===== config.mk =====
export PLATFORM = sky130hd
export DESIGN_NAME = mtr_drv
export DESIGN_NICKNAME = d
export VERILOG_FILES = /design/src/rtl/mtr_drv.sv
export SDC_FILE = /design/constraint.sdc
export NUM_CORES = 1
export LEC_CHECK = 0
export CAP_MARGIN = 20
export CORE_MARGIN = 2
export CORE_UTILIZATION = 52
export DETAILED_ROUTE_END_ITERATION = 12
export HOLD_SLACK_MARGIN = 0.08
export PLACE_DENSITY = 0.75
export SYNTH_ARGS = -nofsm -noshare
export SYNTH_HDL_FRONTEND = slang
export SYNTH_SLANG_ARGS = --single-unit

===== constraint.sdc =====
create_clock -name clk -period 2 [get_ports clk]
set_input_delay 0.5 -clock clk [delete_from_list [all_inputs] [get_ports clk]]
set_output_delay 0.5 -clock clk [all_outputs]
set_load 0.005 [all_outputs]

===== src/rtl/mtr_drv.sv =====
// Two-wheel motor drive: signed speed -> complementary PWM pairs with dead time,
// plus blanked over-current monitoring that latches a sticky shutdown.
module mtr_drv #(
  parameter logic [10:0] NONOVERLAP = 11'd32,
  parameter logic [10:0] BLANK      = 11'd128,
  parameter logic [3:0]  OVR_LIMIT  = 4'd8
) (
  input  logic        clk,
  input  logic        rst,
  input  logic [11:0] lft_spd,
  input  logic [11:0] rght_spd,
  input  logic        OVR_I_lft,
  input  logic        OVR_I_rght,
  output logic        PWM1_lft,
  output logic        PWM2_lft,
  output logic        PWM1_rght,
  output logic        PWM2_rght,
  output logic        OVR_I_shtdwn
);

  localparam int NSIDE = 2;  // index 0 = left, 1 = right

  logic [10:0]      cnt_q, cnt_d;
  logic [10:0]      duty_q [NSIDE];
  logic [10:0]      duty_d [NSIDE];
  logic [NSIDE-1:0] pwm_sig_q, pwm_sig_d;
  logic [10:0]      nov_cnt_q [NSIDE];
  logic [10:0]      nov_cnt_d [NSIDE];
  logic [10:0]      on_cnt_q [NSIDE];
  logic [10:0]      on_cnt_d [NSIDE];
  logic [NSIDE-1:0] pwm1_q, pwm1_d;
  logic [NSIDE-1:0] pwm2_q, pwm2_d;
  logic             ovr_seen_q, ovr_seen_d;
  logic [3:0]       ovr_cnt_q, ovr_cnt_d;
  logic             shtdwn_q, shtdwn_d;

  logic [11:0]      spd [NSIDE];
  logic [NSIDE-1:0] ovr_i;
  logic [NSIDE-1:0] win_open;
  logic             ovr_hit;
  logic             period_end;

  // Clip to [-1024, 1023] and offset so zero speed maps to 50% duty.
  function automatic logic [10:0] spd_to_duty(input logic [11:0] speed);
    logic signed [11:0] s;
    s = signed'(speed);
    if (s > 12'sd1023)
      return 11'd2047;
    else if (s < -12'sd1024)
      return 11'd0;
    else
      return 11'(speed + 12'd1024);
  endfunction

  assign spd[0] = lft_spd;
  assign spd[1] = rght_spd;
  assign ovr_i  = {OVR_I_rght, OVR_I_lft};

  always_comb begin
    cnt_d      = cnt_q + 11'd1;
    period_end = (cnt_q == 11'h7FF);
    // Outputs use shtdwn_d so they drop on the same edge shutdown asserts.
    shtdwn_d   = shtdwn_q | (ovr_cnt_q >= OVR_LIMIT);

    for (int s = 0; s < NSIDE; s++) begin
      duty_d[s]    = period_end ? spd_to_duty(spd[s]) : duty_q[s];
      pwm_sig_d[s] = (cnt_q < duty_q[s]);

      if (pwm_sig_d[s] != pwm_sig_q[s])
        nov_cnt_d[s] = '0;
      else if (nov_cnt_q[s] < NONOVERLAP)
        nov_cnt_d[s] = nov_cnt_q[s] + 11'd1;
      else
        nov_cnt_d[s] = nov_cnt_q[s];

      pwm1_d[s] =  pwm_sig_q[s] & (nov_cnt_q[s] == NONOVERLAP) & ~shtdwn_d;
      pwm2_d[s] = ~pwm_sig_q[s] & (nov_cnt_q[s] == NONOVERLAP) & ~shtdwn_d;

      // on_cnt reads 0 on the first cycle a drive output is high.
      if ((pwm1_d[s] & ~pwm1_q[s]) | (pwm2_d[s] & ~pwm2_q[s]))
        on_cnt_d[s] = '0;
      else if ((pwm1_q[s] | pwm2_q[s]) && (on_cnt_q[s] != 11'h7FF))
        on_cnt_d[s] = on_cnt_q[s] + 11'd1;
      else
        on_cnt_d[s] = on_cnt_q[s];

      win_open[s] = (pwm1_q[s] | pwm2_q[s]) & (on_cnt_q[s] >= BLANK);
    end

    ovr_hit    = |(ovr_i & win_open);
    ovr_seen_d = ovr_seen_q | ovr_hit;
    ovr_cnt_d  = ovr_cnt_q;
    // A hit on the last cycle of a period still belongs to that period.
    if (period_end) begin
      ovr_seen_d = 1'b0;
      if (ovr_seen_q | ovr_hit)
        ovr_cnt_d = (ovr_cnt_q >= OVR_LIMIT) ? ovr_cnt_q : ovr_cnt_q + 4'd1;
      else
        ovr_cnt_d = '0;
    end
  end

  always_ff @(posedge clk) begin
    if (rst) begin
      cnt_q      <= '0;
      pwm_sig_q  <= '0;
      pwm1_q     <= '0;
      pwm2_q     <= '0;
      ovr_seen_q <= 1'b0;
      ovr_cnt_q  <= '0;
      shtdwn_q   <= 1'b0;
      for (int s = 0; s < NSIDE; s++) begin
        duty_q[s]    <= 11'd1024;
        nov_cnt_q[s] <= '0;
        on_cnt_q[s]  <= '0;
      end
    end else begin
      cnt_q      <= cnt_d;
      pwm_sig_q  <= pwm_sig_d;
      pwm1_q     <= pwm1_d;
      pwm2_q     <= pwm2_d;
      ovr_seen_q <= ovr_seen_d;
      ovr_cnt_q  <= ovr_cnt_d;
      shtdwn_q   <= shtdwn_d;
      for (int s = 0; s < NSIDE; s++) begin
        duty_q[s]    <= duty_d[s];
        nov_cnt_q[s] <= nov_cnt_d[s];
        on_cnt_q[s]  <= on_cnt_d[s];
      end
    end
  end

  assign PWM1_lft     = pwm1_q[0];
  assign PWM2_lft     = pwm2_q[0];
  assign PWM1_rght    = pwm1_q[1];
  assign PWM2_rght    = pwm2_q[1];
  assign OVR_I_shtdwn = shtdwn_q;

endmodule

==> summary.txt, run 1 <==
Logic synthesis
  • Yosys top cell by area: sky130_fd_sc_hd__dfxtp_1
  • Sequential cell area fraction in the yosys report: 0.420
  • Number of synthesized flops with an enable pin: 0
  • Cell area after technology mapping: 4250 µm²
  • Gate count after technology mapping: 471
  • Top FF cell, synth: sky130_fd_sc_hd__dfxtp_1
  • Fraction of registers with async set/reset: 0
  • Count of state elements after synthesis: 89
  • Synth Warn #: 0
  • Top cells by area in the synthesized netlist: sky130_fd_sc_hd__dfxtp_1, sky130_fd_sc_hd__ha_1, sky130_fd_sc_hd__a211oi_1
  • Syn Area/Cell: 9.01 µm²
  • Post-synthesis net count: 530
  • Number of distinct standard cells referenced by the synthesized netlist: 42
  • Area share of the largest cell type after synthesis: 0.420

Final layout
  • Count of fill cells added during filler insertion: 678
  • Commonest cells after routing, fill and taps aside: sky130_fd_sc_hd__dfxtp_1, sky130_fd_sc_hd__nor2_1, sky130_fd_sc_hd__a211oi_1, sky130_fd_sc_hd__inv_1, sky130_fd_sc_hd__clkdlybuf4s50_1
  • Antenna Diode Count: 0
  • Sequential standard cell area: 1790 µm²
  • Finished Layout Cells: 622
  • Most common cell after layout, fill and taps aside: sky130_fd_sc_hd__dfxtp_1
  • Final layout net count: 574
  • Fraction of layout instances using a drive strength above 1: 0.137
  • Area growth syn-to-layout: 20.9%
  • Multi-input gate area in the final layout: 2400 µm²

Critical path
  • Required arrival time at the worst endpoint: 2260 ps
  • Number of buffer and inverter instances along the worst setup path: 0
  • Sort of element at the end of the critical path: flop
  • Maximum fanout count along the critical path: 5
  • Max incr delay on CP: 410 ps
  • Family of cells with the greatest summed delay on the critical path: compound AO/OA/AOI/OAI gates
  • Critical path data arrival time: 2210 ps
  • Critical Path Start Type: flop
  • Crit path top cell by count: sky130_fd_sc_hd__a21o_1
  • Max stage delay cell, worst path: sky130_fd_sc_hd__a221o_1
  • Series of cell instances along the critical path: ha_4 > a21o_1 > a21o_1 > a221o_1 > o21a_2 > nor4b_1
  • Category of the most critical setup path: flop to flop

Global routing
  • Vias in the first global route: 3324
  • Pin count of the biggest net entering global routing: 43
  • Sum of overflow across all layers after global routing: 0
  • Initial antenna violation count: 0
  • Total global-route track usage: 0.214
  • First-pass GRT wire length: 15100 µm

Floorplanning
  • Width of the die: 94.4 µm
  • Height of the die: 94.4 µm
  • Total die area: 8900 µm²
  • Starting Density: 0.544
  • Site Rows: 32
  • IO Count: 33
  • Core Box Area: 7810 µm²

Pwr
  • Areal power density over the cells: 629 nW/µm²
  • Pleak: 0.00194 µW
  • Worst IR drop on VDD: 0.000378 V
  • Power consumption: 3230 µW

Placed design
  • Placed cell count: 602
  • Port Buffer Count: 32
  • Routability-driven placement congestion ratio: 0.851
  • Placed wire-length estimate: 6080 µm

Run status
  • Outcome: finished clean

Timing
  • Final worst path period share: 0.976
  • Largest clock skew in the final design: 14.4 ps
  • Setup TNS after final layout: 0 ps
  • Fmax: 0.512 GHz
  • Slew HR: 0.543
  • Final-report max-slew violation count: 0
  • Final number of hold-violating endpoints: 0
  • Worst slack on hold paths: 476 ps
  • Clock period minus worst slack: 1950 ps
  • Setup Viol. Count Final: 0
  • Worst-Margin Slew: 685 ps

Clock tree
  • Clock-pin slew on the worst setup and hold paths: 90 ps
  • Clock buffers created by TritonCTS: 9
  • CTS tree: built
  • Clock Root Buffer: sky130_fd_sc_hd__clkbuf_8
  • Deepest level of the CTS H-tree: 3
  • Clock latency reported for the late side of the worst-skew pair: 360 ps
  • Sinks on the clock net: 89
  • Total of hold buffers inserted after clock tree synthesis: 0
  • Maximum buffer depth of the clock tree: 2

Min path
  • Hold/Removal Path Class: flop to flop

Routing
  • Antenna-violating nets left: 0
  • Post-Route WL: 8920 µm
  • Total iterations of the first detailed-routing run: 4
  • Routed length per placed instance: 14.3 µm
  • Number of remaining DRC errors: 0
  • Via Count: 3502
  • Vias per Instance: 5.63
  • Number of violations reported at the end of detailed-routing iteration 0: 209

Run
  • Max Cap Violations: 0
## timing repair
action | CTS | global route
setup buffers | 0 | 1
pin swaps | 0 | 6
cloned | 0 | 3
endpoints found under the setup margin | 11 | 28
resized for setup | 3 | 32
## synthesized netlist by cell type (14+ instances only)
cell and number:
sky130_fd_sc_hd__nand2_1 17, sky130_fd_sc_hd__inv_1 33, sky130_fd_sc_hd__nand3_1 14, sky130_fd_sc_hd__dfxtp_1 89
sky130_fd_sc_hd__clkbuf_1 18, sky130_fd_sc_hd__xor2_1 20, sky130_fd_sc_hd__nor2_1 48, sky130_fd_sc_hd__nor3_1 14
sky130_fd_sc_hd__a211oi_1 41, sky130_fd_sc_hd__a21oi_1 17, sky130_fd_sc_hd__ha_1 31, sky130_fd_sc_hd__nor4_1 14
## worst paths after layout
check	startpoint	to	slack, ps	cells past startpoint
worst max register to register	cnt_q[8]	nov_cnt_q[0][7]	50	6
worst min-delay path	duty_q[0][14]	duty_q[0][14]	480	2
worst min register to register	duty_q[0][14]	duty_q[0][14]	480	2
worst max-delay path	cnt_q[8]	nov_cnt_q[0][7]	50	6
## kinds of logic (layout without fill, tap and decap cells)
group,Yosys count,in the layout,synth area share
and+or+nand+nor,169,170,0.221
AOI/OAI and AO/OA,90,91,0.144
DFF,89,89,0.420
buffers and inverters,57,104,0.0507
adders and majority gates,31,31,0.0914
xor gates and xnor gates,30,30,0.0619
muxes,5,5,0.0118
## layer usage
metal  share of wire  GRT usage  vias to the layer above
met5               0          0                        -
met4           0.014     0.0833                        0
met3           0.035     0.0423                       12
met2            0.47      0.338                       48
met1            0.48      0.289                     1650
li1                -          -                     1792
## flip-flops by register name (all words and copies together), names as in the netlist
signal and cells:
duty_q 22, nov_cnt_q 22, on_cnt_q 22, cnt_q 11
ovr_cnt_q 4, pwm1_q 2, pwm2_q 2, pwm_sig_q 2
OVR_I_shtdwn 1, ovr_seen_q 1
## through the flow
stage	setup slack, ps	instance area [µm²]	utilization
floorplan	41.8	4250	-
global placement	1.86	4750	0.609
detailed placement	-74.5	4750	0.609
CTS	11.2	4970	0.637
global route	-5.32	5130	0.657
finish	48.1	5130	0.657
## area by class of cell
type / count / share of cell area
clock inverters: 6 / 0.0132
flip-flops and latches: 89 / 0.348
well taps: 102 / 0.0249
multi-input cells: 327 / 0.467
inverters: 33 / 0.0241
repair buffers: 55 / 0.0961
clock buffers: 10 / 0.0268
## report_power, final
group / internal, µW / total, µW / switching, µW
clock network: 613 / 1260 / 644
registers: 1780 / 1800 / 14.4
logic: 86.5 / 177 / 90.4
## worst reg2reg max path: cells and delay by family (launching register included)
| family | cells | cell delay [ps] |
|---|---|---|
| AO/OA/AOI/OAI | 4 | 1050 |
| flip-flops | 1 | 350 |
| adder cells (fa/ha/maj) | 1 | 230 |
| AND/OR/NAND/NOR | 1 | 230 |
Power figures use the tool's default switching activity.
==> run 2, diff against run 1 <==
Settings changed: GPL_TIMING_DRIVEN set to 1.
==> results of run 2 <==
Same layout as run 1: the final DEF is identical, and so are final timing and power.
